$ cat config.mk
export PLATFORM = sky130hd
export DESIGN_NAME = mem_port_arbiter
export DESIGN_NICKNAME = d
export VERILOG_FILES = /design/src/rtl/mem_port_arbiter.sv
export SDC_FILE = /design/constraint.sdc
export NUM_CORES = 1
export LEC_CHECK = 0
export CORE_MARGIN = 10
export CORE_UTILIZATION = 45
export DETAILED_ROUTE_END_ITERATION = 8
export PLACE_DENSITY_LB_ADDON = 0.3
export SLEW_MARGIN = 20
export SYNTH_ARGS = -nofsm -noshare
export SYNTH_HDL_FRONTEND = slang
export SYNTH_SLANG_ARGS = --single-unit
$ cat constraint.sdc
create_clock -name clk -period 3 [get_ports clk]
set_input_delay 0.6 -clock clk [delete_from_list [all_inputs] [get_ports clk]]
set_output_delay 0.6 -clock clk [all_outputs]
set_load 0.01 [all_outputs]
$ cat src/rtl/mem_port_arbiter.sv
// mem_port_arbiter: round-robin sharing of the unified memory between instruction fetch and data load/store
module mem_port_arbiter #(
  parameter int ADDR_W  = 32,
  parameter int DATA_W  = 32,
  parameter int MEM_LAT = 2
) (
  input  logic              clk,
  input  logic              reset_n,
  input  logic              if_req,
  input  logic [ADDR_W-1:0] if_addr,
  output logic              if_ack,
  output logic              if_rvalid,
  output logic [DATA_W-1:0] if_rdata,
  input  logic              d_req,
  input  logic              d_we,
  input  logic [ADDR_W-1:0] d_addr,
  input  logic [DATA_W-1:0] d_wdata,
  output logic              d_ack,
  output logic              d_rvalid,
  output logic [DATA_W-1:0] d_rdata,
  output logic              mem_re,
  output logic              mem_we,
  output logic [ADDR_W-1:0] mem_addr,
  output logic [DATA_W-1:0] mem_wdata,
  input  logic [DATA_W-1:0] mem_rdata,
  output logic              busy
);
  if (MEM_LAT < 1 || MEM_LAT > 15) begin : g_lat_chk
    $error("mem_port_arbiter: MEM_LAT must be in 1..15");
  end
  typedef enum logic [1:0] {S_IDLE, S_ISSUE, S_WAIT, S_RESP} state_t;
  state_t            r_state;
  logic              r_ptr_d;
  logic              r_gnt_d;
  logic              r_we;
  logic [3:0]        r_cnt;
  logic              r_mem_re, r_mem_we, r_if_ack, r_d_ack, r_if_rvalid, r_d_rvalid;
  logic [ADDR_W-1:0] r_mem_addr;
  logic [DATA_W-1:0] r_mem_wdata, r_if_rdata, r_d_rdata;
  logic              w_gnt_d;
  logic              w_cap;
  // data side wins when it is the only requester or when the pointer names it
  assign w_gnt_d = d_req && (!if_req || r_ptr_d);
  // mem_rdata is sampled on the edge that enters RESP, so rdata and rvalid appear together
  assign w_cap   = (r_state == S_WAIT && r_cnt == 4'd1) ||
                   (r_state == S_ISSUE && !r_we && MEM_LAT == 1);
  // single FSM: grant, issue, fixed-latency wait, response; every output is registered
  always_ff @(posedge clk or negedge reset_n) begin
    if (!reset_n) begin
      r_state     <= S_IDLE;
      r_ptr_d     <= 1'b0;
      r_gnt_d     <= 1'b0;
      r_we        <= 1'b0;
      r_cnt       <= '0;
      r_mem_re    <= 1'b0;
      r_mem_we    <= 1'b0;
      r_if_ack    <= 1'b0;
      r_d_ack     <= 1'b0;
      r_if_rvalid <= 1'b0;
      r_d_rvalid  <= 1'b0;
      r_mem_addr  <= '0;
      r_mem_wdata <= '0;
      r_if_rdata  <= '0;
      r_d_rdata   <= '0;
    end else begin
      r_mem_re    <= 1'b0;
      r_mem_we    <= 1'b0;
      r_if_ack    <= 1'b0;
      r_d_ack     <= 1'b0;
      r_if_rvalid <= 1'b0;
      r_d_rvalid  <= 1'b0;
      if (w_cap) begin
        r_state     <= S_RESP;
        r_if_rvalid <= !r_gnt_d;
        r_d_rvalid  <= r_gnt_d;
        if (r_gnt_d) r_d_rdata <= mem_rdata;
        else         r_if_rdata <= mem_rdata;
      end else begin
        case (r_state)
          S_IDLE: if (if_req || d_req) begin
            r_state    <= S_ISSUE;
            r_gnt_d    <= w_gnt_d;
            r_ptr_d    <= !w_gnt_d;
            r_we       <= w_gnt_d && d_we;
            r_mem_addr <= w_gnt_d ? d_addr : if_addr;
            if (w_gnt_d) r_mem_wdata <= d_wdata;
            r_mem_re   <= !(w_gnt_d && d_we);
            r_mem_we   <= w_gnt_d && d_we;
            r_if_ack   <= !w_gnt_d;
            r_d_ack    <= w_gnt_d;
          end
          S_ISSUE: begin
            r_state <= r_we ? S_IDLE : S_WAIT;
            r_cnt   <= 4'(MEM_LAT - 1);
          end
          S_WAIT:  r_cnt <= r_cnt - 4'd1;
          default: r_state <= S_IDLE;
        endcase
      end
    end
  end
  assign if_ack    = r_if_ack;
  assign if_rvalid = r_if_rvalid;
  assign if_rdata  = r_if_rdata;
  assign d_ack     = r_d_ack;
  assign d_rvalid  = r_d_rvalid;
  assign d_rdata   = r_d_rdata;
  assign mem_re    = r_mem_re;
  assign mem_we    = r_mem_we;
  assign mem_addr  = r_mem_addr;
  assign mem_wdata = r_mem_wdata;
  assign busy      = (r_state != S_IDLE);
endmodule
Word-level counts from Yosys, hierarchy flattened
Index checks and enable logic that the tools add are counted.

word-level totals
  flip-flop bits (word level) = 143
  bits of input ports = 133
  output and inout port bits = 135
  logic and storage cells = 61

cells by class
  $add $sub $neg = 1
  equal/unequal tests = 5
  multiplexer cells = 20
  bitwise operators = 2
  reductions and logical operators = 18

operator list
  kind                   count
  $mux W32               1
  $mux W1                14
  $pmux W4 S2            1
  $reduce_and A2 Y1      4
  $mux W2                3
  $pmux W2 S3            1
  $eq A4 B1 Y1 const B   1
  $logic_not A1 Y1       4
  $reduce_and A4 Y1      1
  $reduce_bool A2 Y1     2
  $sub A4 B1 Y4 const B  1
  $logic_and A1 B1 Y1    3
  $ne A3 B3 Y1 const B   1
  $reduce_and A3 Y1      1
  $eq A2 B1 Y1 const B   1
  $eq A2 B2 Y1 const B   1
  $logic_not A2 Y1       1
  $logic_or A1 B1 Y1     2
  $ne A2 B2 Y1 const B   1
  $not A1 Y1             2

Depth between registers and ports, before layout
Gate-level depths: netlist of run 1.

  depth in word-level cells = 8
  mapped depth = 7
  gate-level depth less buffers = 5

Worst setup path after synthesis of run 1
Ideal clock, no wire load.

  path type = register -> register
  start = register r_cnt[1]
  end = register r_d_rdata[12], in the netlist d_rdata[12]
  setup time = 125 ps
  arrival = 1695 ps
  required time = 2875 ps
  path slack = 1180 ps
  stages on the path, launching flop included = 8
  path buffers = 2
  period minus slack after synthesis = 1820 ps
  path through = dfrtp_1 -> inv_1 -> ha_1 -> nor3b_4 -> and3_1 -> buf_2 -> buf_4 -> mux2_2

between the ends
  longest elaborated chain between the ends = 3

RTL lines
  what                         line  text
  from (decl)                  36    logic [3:0] r_cnt;
  from (signal assigned)       94    r_cnt <= 4'(MEM_LAT - 1);
  from (signal assigned)       96    S_WAIT: r_cnt <= r_cnt - 4'd1;
  $eq A4 B1 Y1                 45    assign w_cap = (r_state == S_WAIT && r_cnt == 4'd1) ||
  $logic_and A1 B1 Y1          45
  $reduce_and A2 Y1 (no line)  --
  to (signal assigned)         76    if (r_gnt_d) r_d_rdata <= mem_rdata;
  to (decl)                    39    logic [DATA_W-1:0] r_mem_wdata, r_if_rdata, r_d_rdata;

No other way between the ends.
A chain may end at the register's enable or synchronous reset.

Worst setup path in the final report of run 1
  start = input port d_req
  end = register r_mem_addr[28], in the netlist mem_addr[28]

between the ends
  longest elaborated chain between the ends = 2
  elaborated cells between the ends (all ways) = 4
  classes of those cells = 1 x mux; 3 x reduce/logical

RTL lines
  what                                                       line    text
  from (decl)                                                14      input logic d_req,
  $logic_or A1 B1 Y1 or $logic_and A1 B1 Y1 (tied branches)  80, 43
  $reduce_and A3 Y1 (no line) or $mux W32 (tied branches)    --
  to (signal assigned)                                       85      r_mem_addr <= w_gnt_d ? d_addr : if_addr;
  to (decl)                                                  38      logic [ADDR_W-1:0] r_mem_addr;

Parallel ways exist; a longest one is shown, timed or not.

==> flow_summary_export.csv, run 1 <==
group,metric,value,unit
status,status,"completed",
pwr,pwr_density_cell,1080,mW/mm²
global_route,overflow,0,
clock_tree,ctsHoldBuffers,0,
timing,tns,0,ps
clock_tree,clk_pin_slew,60,ps
timing,rsz0062_at_grt,"no",
flow_run,drv_cap,0,
floorplanning,io-pin-count,268,
synth,synthCells,409,
synth,synth-seq-area-share,0.621,
finish,fillCellCount,866,
finish,final_cell_mix,"clkdlybuf4s50_1 (266), dfrtp_1 (143), mux2_2 (90)",
clock_tree,cts_buffers,17,
hold_path,hold_class,"input port to async pin",
floorplanning,coreArea,0.0126,mm²
pwr,clockPowerShare,0.198,
routing,drc,0,
synth,syn-num-nets,544,
timing,skew,10.9,ps
worst_setup_path,path_max_fanout,21,
worst_setup_path,crit_chain,"clkdlybuf4s50_1 > inv_1 > o211a_1 > a221o_1",
pwr,swShare,0.320,
timing,setup_violations,0,
floorplanning,rows,41,
worst_setup_path,cp-start-kind,"input port",
synth,ys.flop_type,"dfrtp_1",
timing,worstMarginPinSlew,792,ps
finish,final_common_cell,"clkdlybuf4s50_1",
timing,slew_headroom,0.472,
pwr,vdd_drop_max,506,µV
global_route,track_usage,0.201,
finish,area_growth_syn_to_layout,58.3,%
synth,ys_warn_count,0,
synth,ys_ff_latch,143,
floorplanning,fp.dieH,133,µm
clock_tree,clk_path_buf_depth,2,
global_route,grt_first_pass_wirelength,28000,µm
pwr,comb_power_share,0.455,
global_route,grt_pass1_vias,4889,
clock_tree,cts_root_buffer,"clkbuf_16",
clock_tree,htreeDepth,4,
pwr,p_switching,3.15,mW
clock_tree,cts_setup_buffers,0,
synth,synth-async-reset-ratio,1.00,
place,dpl_cell_area,0.00856,mm²
timing,hold_viol_final,0,
clock_tree,post_cts_resize_count,0,
place,portBuffers,267,
routing,wirelength,18000,µm
synth,ys_types,39,
clock_tree,cts.sinks,143,
routing,drt_iter0_markers,197,
worst_setup_path,end_kind,"flop",
clock_tree,cts_tree,"done",
worst_setup_path,crit_slowest_cell,"clkdlybuf4s50_1",
worst_setup_path,worstSetupPathType,"input port to flop",
worst_setup_path,slowest_delay,730,ps
routing,dr.pass1.iters,4,
finish,antennaDiodeCount,0,
worst_setup_path,worstPathRequired,3280,ps
finish,final_layout_size_suffix_gt1_frac,0.195,
global_route,antenna_found_initial,0,
routing,vias_per_cell,5.18,
floorplanning,start_util,0.458,
pwr,power_frac_seq,0.347,
synth,synth_area,0.00576,mm²
routing,drtAntennaViolNets,0,
routing,wl_per_cell,20.9,µm
worst_setup_path,critPathArrivalTime,2660,ps
place,gp_congestion,0.887,
finish,final_nets,809,
timing,finalMaxSlewViolations,0,
pwr,p_int,6.70,mW
timing,fin_crit_sh,0.792,
synth,synth_edf_count,0,
pwr,p_leak,3.77,nW
global_route,grt_max_degree,90,
clock_tree,clk_latency,410,ps
timing,max_clock_freq,421,MHz
routing,via_count,4448,
floorplanning,die_w,133,µm
synth,syn_avg_cell_area,14.1,µm²
timing,fin_crit,2380,ps
place,place_hpwl,14000,µm
floorplanning,die_area,0.0177,mm²
finish,fin_area,0.00912,mm²
## worst max-delay path: cells and delay by family
kind / cells / cell delay [ps]
buf+inv: 2 / 1060
compound gates: 2 / 990
## cells by family after synthesis
logic type                 after synthesis  synth area share
buffers and inverters                   36            0.0321
AOI/OAI and AO/OA                       91             0.113
adders and majority gates                2           0.00434
and+or+nand+nor                         41            0.0421
DFF                                    143             0.621
muxes                                   96             0.188
## routing by layer
layer / global-route usage / routed length [µm]
met3: 0.105 / 2020
met4: 0.0484 / 240
met2: 0.334 / 8740
met1: 0.224 / 6960
met5: 0 / 0
## metrics by stage
step | setup slack (ps) | util | total power, mW | std cells | hold slack [ps]
after floorplan | 1180 | - | 5.39 | 409 | 304
after global placement | 307 | 0.681 | 7.82 | 827 | 452
after detailed placement | 226 | 0.681 | 7.99 | 827 | 474
after CTS | 615 | 0.726 | 9.98 | 859 | 280
after global routing | 455 | 0.726 | 10.4 | 859 | 289
final | 623 | 0.726 | 9.86 | 859 | 236
## cell type report
cell class / count / area, µm² / share of cell area
Inverter: 7 / 26.3 / 0.00288
Timing Repair Buffer: 275 / 2750 / 0.301
Clock inverter: 12 / 111 / 0.0122
Multi-Input combinational cell: 230 / 2000 / 0.219
Sequential cell: 143 / 3580 / 0.392
Tap cell: 172 / 215 / 0.0236
Clock buffer: 20 / 447 / 0.0490
## worst paths after layout
kind                                from      endpoint  slack [ps]  depth (start not counted)
max in group asynchronous        reset_n  if_rdata[27]        1890                          2
min in group clk                    r_we    r_state[1]         480                          1
worst max register to register  r_cnt[1]    d_rdata[6]         840                          6
worst max-delay path               d_req  mem_addr[28]         620                          4
worst min-delay path             reset_n   d_rdata[11]         240                          1
worst min register to register      r_we    r_state[1]         480                          1
## flip-flops by register name, indices dropped and copies added (netlist names), 2 cells and up
register	cells
mem_addr	32
d_rdata	32
mem_wdata	32
r_state	2
if_rdata	32
r_cnt	4
## synthesized netlist by cell type (all sizes together), types with 2 or more instances
| cell | n | area share |
|---|---|---|
| a21boi | 19 | 0.025 |
| a21o | 2 | 0.0026 |
| a21oi | 14 | 0.012 |
| a221o | 19 | 0.033 |
| a31oi | 14 | 0.015 |
| and3 | 2 | 0.0022 |
| buf | 19 | 0.021 |
| clkbuf | 10 | 0.0065 |
| dfrtp | 143 | 0.62 |
| ha | 2 | 0.0043 |
| inv | 7 | 0.0046 |
| mux2 | 96 | 0.19 |
| nand2 | 7 | 0.0046 |
| nand2b | 3 | 0.0033 |
| nand3 | 14 | 0.012 |
| nor2 | 4 | 0.0039 |
| nor2b | 2 | 0.0022 |
| nor3 | 2 | 0.0037 |
| o211ai | 2 | 0.0026 |
| o21ai | 15 | 0.013 |
## power groups by stage
stage | sequential (mW) | clock [mW] | combinational [mW]
finish | 3.42 | 1.95 | 4.49
global route | 3.53 | 2.09 | 4.81
CTS | 3.42 | 1.99 | 4.57
detailed placement | 3.43 | 0 | 4.56
global placement | 3.39 | 0 | 4.43
floorplan | 3.77 | 0 | 1.62
No activity file was read; power rests on OpenSTA's default activity.
==> run 2, diff against run 1 <==
--- a/config.mk
+++ b/config.mk
@@ -6,7 +6,7 @@
 export NUM_CORES = 1
 export LEC_CHECK = 0
 export CORE_MARGIN = 10
-export CORE_UTILIZATION = 45
+export CORE_UTILIZATION = 41
 export DETAILED_ROUTE_END_ITERATION = 8
 export PLACE_DENSITY_LB_ADDON = 0.3
 export SLEW_MARGIN = 20
==> constraint.sdc (replaced) <==
create_clock -name clk -period 2.4 [get_ports clk]
set_input_delay 0.48 -clock clk [delete_from_list [all_inputs] [get_ports clk]]
set_output_delay 0.48 -clock clk [all_outputs]
set_load 0.01 [all_outputs]
==> run 2 against run 1 <==
Compared with the run above: critical path depth down 1; flip-flop and latch count did not move; cell count increased by 1.4%; critical endpoint is now busy; largest power group unchanged; highest routed layer unchanged.
==> flow_summary_export.csv, run 2 (synthesis results as in run 1) <==
group,metric,value,unit
finish,finalNonFillerCells,871,
timing,max_clock_freq,458,MHz
clock_tree,cts_tree,"done",
clock_tree,cts_buffers,17,
status,status,"completed",
pwr,clockPowerShare,0.213,
routing,drc,0,
pwr,swShare,0.308,
floorplanning,die_w,139,µm
place,portBuffers,267,
floorplanning,rows,43,
clock_tree,clk_path_buf_depth,2,
finish,fin_area,0.00927,mm²
routing,vias_per_cell,5.17,
timing,setup_ws,216,ps
pwr,vdd_drop_max,570,µV
pwr,comb_power_share,0.449,
floorplanning,start_util,0.417,
timing,hold_ws,425,ps
finish,antennaDiodeCount,0,
pwr,p_leak,3.86,nW
routing,drt_iter0_markers,240,
worst_setup_path,worstPathRequired,1920,ps
clock_tree,cts.sinks,143,
hold_path,hold_class,"input port to async pin",
floorplanning,fp.dieH,139,µm
finish,final_nets,815,
timing,rsz0062_at_grt,"no",
timing,fin_crit,2180,ps
clock_tree,post_cts_resize_count,0,
pwr,power_frac_seq,0.338,
flow_run,drv_cap,0,
timing,worstMarginPinSlew,726,ps
global_route,grt_max_degree,84,
finish,fillCellCount,980,
worst_setup_path,worstSetupPathType,"flop to output pin",
pwr,pwr_density_cell,1360,mW/mm²
finish,final_cell_mix,"clkdlybuf4s50_1 (266), dfrtp_1 (143), mux2_2 (90)",
timing,setup_violations,0,
timing,hold_viol_final,0,
pwr,p_switching,3.88,mW
routing,via_count,4504,
floorplanning,coreArea,0.0138,mm²
clock_tree,htreeDepth,4,
worst_setup_path,critPathArrivalTime,1700,ps
place,dp_slack,217,ps
finish,area_growth_syn_to_layout,60.8,%
worst_setup_path,cp-start-kind,"flop",
clock_tree,clk_pin_slew,60,ps
worst_setup_path,end_kind,"output pin",
finish,final_layout_size_suffix_gt1_frac,0.198,
place,dp.cells,840,
timing,tns,0,ps
routing,wl_per_cell,20.6,µm
finish,fin_util,0.670,
timing,skew,10.6,ps
finish,final_common_cell,"clkdlybuf4s50_1",
global_route,grt_first_pass_wirelength,28800,µm
timing,slew_headroom,0.516,
routing,dr.pass1.iters,5,
global_route,antenna_found_initial,0,
clock_tree,clk_latency,410,ps
floorplanning,die_area,0.0192,mm²
place,dpl_cell_area,0.00865,mm²
global_route,track_usage,0.188,
worst_setup_path,path_max_fanout,11,
timing,fin_crit_sh,0.910,
floorplanning,io-pin-count,268,
clock_tree,cts_root_buffer,"clkbuf_16",
routing,wirelength,18000,µm
place,place_hpwl,13900,µm
pwr,p_int,8.72,mW
global_route,grt_pass1_vias,5012,
place,gp_congestion,0.898,
pwr,fin_total_pwr,12.6,mW
worst_setup_path,r2r_slack,330,ps
global_route,overflow,0,
timing,finalMaxSlewViolations,0,
routing,drtAntennaViolNets,0,
-- run 2: what timing repair did --
action | 4_1_cts | 5_1_grt
hold buffers | 1 | 0
hold endpoints to repair | 3 | 0
buffers inserted | 0 | 0
-- run 2: worst paths after layout --
check | start | endpoint | cells past startpoint
max in group asynchronous | reset_n | mem_addr[5] | 3
min | reset_n | d_rdata[9] | 2
max reg2reg | r_state[1] | mem_addr[25] | 4
min in group clk | r_we | r_state[1] | 1
min reg2reg | r_we | r_state[1] | 1
max | r_state[1] | busy | 3
-- run 2: power by group through the flow --
stage	sequential (mW)	clock, mW	combinational, mW
2_1_floorplan	4.71	0	2.02
3_3_place_gp	4.22	0	5.63
3_5_place_dp	4.29	0	5.75
4_1_cts	4.27	2.74	5.76
5_1_grt	4.42	2.87	6.05
6_report	4.26	2.68	5.66
-- run 2: per-layer routing --
metal,up-vias,track usage,routed length (µm)
met5,-,0,0
met4,0,0.0644,314
met3,24,0.109,2390
met2,254,0.284,8100
met1,2189,0.217,7150
li1,2037,-,-
-- run 2: worst max-delay path: stages (launching register included) --
cell and delay [ps]:
dfrtp_1 560, nor2_4 70, inv_2 110, clkdlybuf4s50_1 550
-- run 2: cell type report --
cell class,instances,area (µm²),area share
Timing Repair Buffer,281,2830,0.306
Clock buffer,24,502,0.0542
Sequential cell,143,3580,0.386
Inverter,7,26.3,0.00284
Tap cell,180,225,0.0243
Multi-Input combinational cell,230,2000,0.216
Clock inverter,6,105,0.0113
==> run 3, diff against run 2 <==
--- a/config.mk
+++ b/config.mk
@@ -5,6 +5,7 @@
 export SDC_FILE = /design/constraint.sdc
 export NUM_CORES = 1
 export LEC_CHECK = 0
+export CAP_MARGIN = 30
 export CORE_MARGIN = 10
 export CORE_UTILIZATION = 41
 export DETAILED_ROUTE_END_ITERATION = 8
==> constraint.sdc (replaced) <==
create_clock -name clk -period 2.4 [get_ports clk]
set_input_delay 0.24 -clock clk [delete_from_list [all_inputs] [get_ports clk]]
set_output_delay 0.24 -clock clk [all_outputs]
set_load 0.01 [all_outputs]
==> run 3 against run 2 <==
Compared with the run above: flip-flop and latch count did not move; wire length rose by 0.74%; core utilization rose by 0.31 points; cell area rose by 0.46%; cell count rose by 0.46%; global-route usage rose by 0.19 points; die area did not move; setup slack improved by 61 ps; first-iteration DRC count fell by 16%; clock power rose by 10%; critical path depth did not move; clock skew fell by 1.2 ps; critical path type unchanged; critical endpoint unchanged; highest routed layer unchanged.
==> flow_summary_export.csv, run 3 (synthesis results as in run 1) <==
group,metric,value,unit
clock_tree,clk_latency,410,ps
finish,final_cell_mix,"clkdlybuf4s50_1 (266), dfrtp_1 (143), mux2_2 (90)",
worst_setup_path,critPathArrivalTime,1880,ps
timing,setup_violations,0,
finish,area_growth_syn_to_layout,61.6,%
worst_setup_path,setup.worst_path.end,"busy",
status,status,"completed",
place,portBuffers,267,
routing,wirelength,18100,µm
worst_setup_path,r2r_slack,340,ps
floorplanning,die_area,0.0192,mm²
floorplanning,io-pin-count,268,
clock_tree,cts_root_buffer,"clkbuf_16",
timing,hold_viol_final,0,
worst_setup_path,worstReg2RegStart,"r_cnt[1]",
clock_tree,cts.sinks,143,
worst_setup_path,path_max_fanout,13,
timing,slew_headroom,0.561,
pwr,vdd_drop_max,606,µV
global_route,grt_pass1_vias,5012,
timing,tns,0,ps
routing,vias_per_cell,5.07,
worst_setup_path,worstPathRequired,2160,ps
pwr,fin_total_pwr,12.8,mW
worst_setup_path,cp-start-kind,"flop",
timing,finalMaxSlewViolations,0,
finish,final_layout_size_suffix_gt1_frac,0.206,
worst_setup_path,crit_start,"r_state[1]",
clock_tree,post_cts_resize_count,0,
hold_path,hold_class,"input port to async pin",
global_route,overflow,0,
timing,worstMarginPinSlew,659,ps
timing,skew,9.45,ps
place,place_hpwl,14100,µm
timing,max_clock_freq,471,MHz
worst_setup_path,rr_worst_depth,6,
clock_tree,clk_path_buf_depth,2,
routing,drtAntennaViolNets,0,
floorplanning,die_w,139,µm
global_route,grt_first_pass_wirelength,29000,µm
place,gp_congestion,0.879,
finish,final_nets,818,
timing,rsz0062_at_grt,"no",
routing,drc,0,
floorplanning,start_util,0.417,
clock_tree,cts_buffers,17,
routing,drt_iter0_markers,202,
global_route,grt_max_degree,64,
global_route,antenna_found_initial,0,
routing,wl_per_cell,20.7,µm
timing,fin_crit_sh,0.884,
clock_tree,clk_pin_slew,60,ps
clock_tree,cts_tree,"done",
routing,dr.pass1.iters,4,
pwr,pwr_density_cell,1380,mW/mm²
floorplanning,rows,43,
clock_tree,htreeDepth,4,
finish,final_common_cell,"clkdlybuf4s50_1",
flow_run,drv_cap,0,
worst_setup_path,end_kind,"output pin",
floorplanning,fp.dieH,139,µm
floorplanning,coreArea,0.0138,mm²
pwr,p_leak,3.88,nW
global_route,track_usage,0.189,
worst_setup_path,worstSetupPathType,"flop to output pin",
routing,via_count,4440,
finish,antennaDiodeCount,0,
timing,fin_crit,2120,ps
worst_setup_path,reg2reg_to,"d_rdata[6]",
## run 3: worst min path at each step
| stage | endpoint | cells past startpoint | slack [ps] | start |
|---|---|---|---|---|
| finish | d_rdata[11] | 2 | 370 | reset_n |
| global placement | if_rdata[9] | 1 | 250 | reset_n |
| floorplan | d_ack | 0 | -60 | reset_n |
| detailed placement | d_rdata[9] | 1 | 260 | reset_n |
| global route | mem_addr[1] | 3 | 410 | if_addr[1] |
| CTS | d_rdata[9] | 2 | 390 | reset_n |
## run 3: critical path, cell delays in order (launching register included)
cell             delay, ps
dfrtp_1                510
nor2_4                 330
inv_2                  110
clkdlybuf4s50_1        520
## run 3: layout make-up
| cell class | instances | area, µm² |
|---|---|---|
| Fill cell | 995 | 4520 |
| Sequential cell | 143 | 3580 |
| Timing Repair Buffer | 284 | 2820 |
| Multi-Input combinational cell | 230 | 2000 |
| Clock buffer | 17 | 425 |
| Clock inverter | 14 | 239 |
| Tap cell | 180 | 225 |
| Inverter | 7 | 26.3 |
## run 3: repair_timing
action,in CTS,in global routing
hold buffers,1,0
hold endpoints to repair,60,0
buffers inserted,0,0
## run 3: where the power goes
group          total [mW]  switching (mW)  internal (mW)
Combinational        5.63            2.28           3.36
Sequential           4.27           0.665           3.60
Clock                2.95           0.999           1.95
Total                12.8            3.94           8.91
## run 3: through the flow
step / utilization / setup slack (ps) / instances / area, µm² / hold WS (ps)
floorplan: - / 580 / 409 / 5760 / -55.6
global placement: 0.624 / 416 / 843 / 8630 / 250
detailed placement: 0.624 / 331 / 843 / 8630 / 260
CTS: 0.673 / 234 / 875 / 9310 / 390
global route: 0.673 / 136 / 875 / 9310 / 414
finish: 0.673 / 277 / 875 / 9310 / 371
## run 3: metal layers
layer	track usage	wire, µm
met5	0	0
met4	0.0605	255
met3	0.112	2450
met2	0.300	8480
met1	0.208	6910
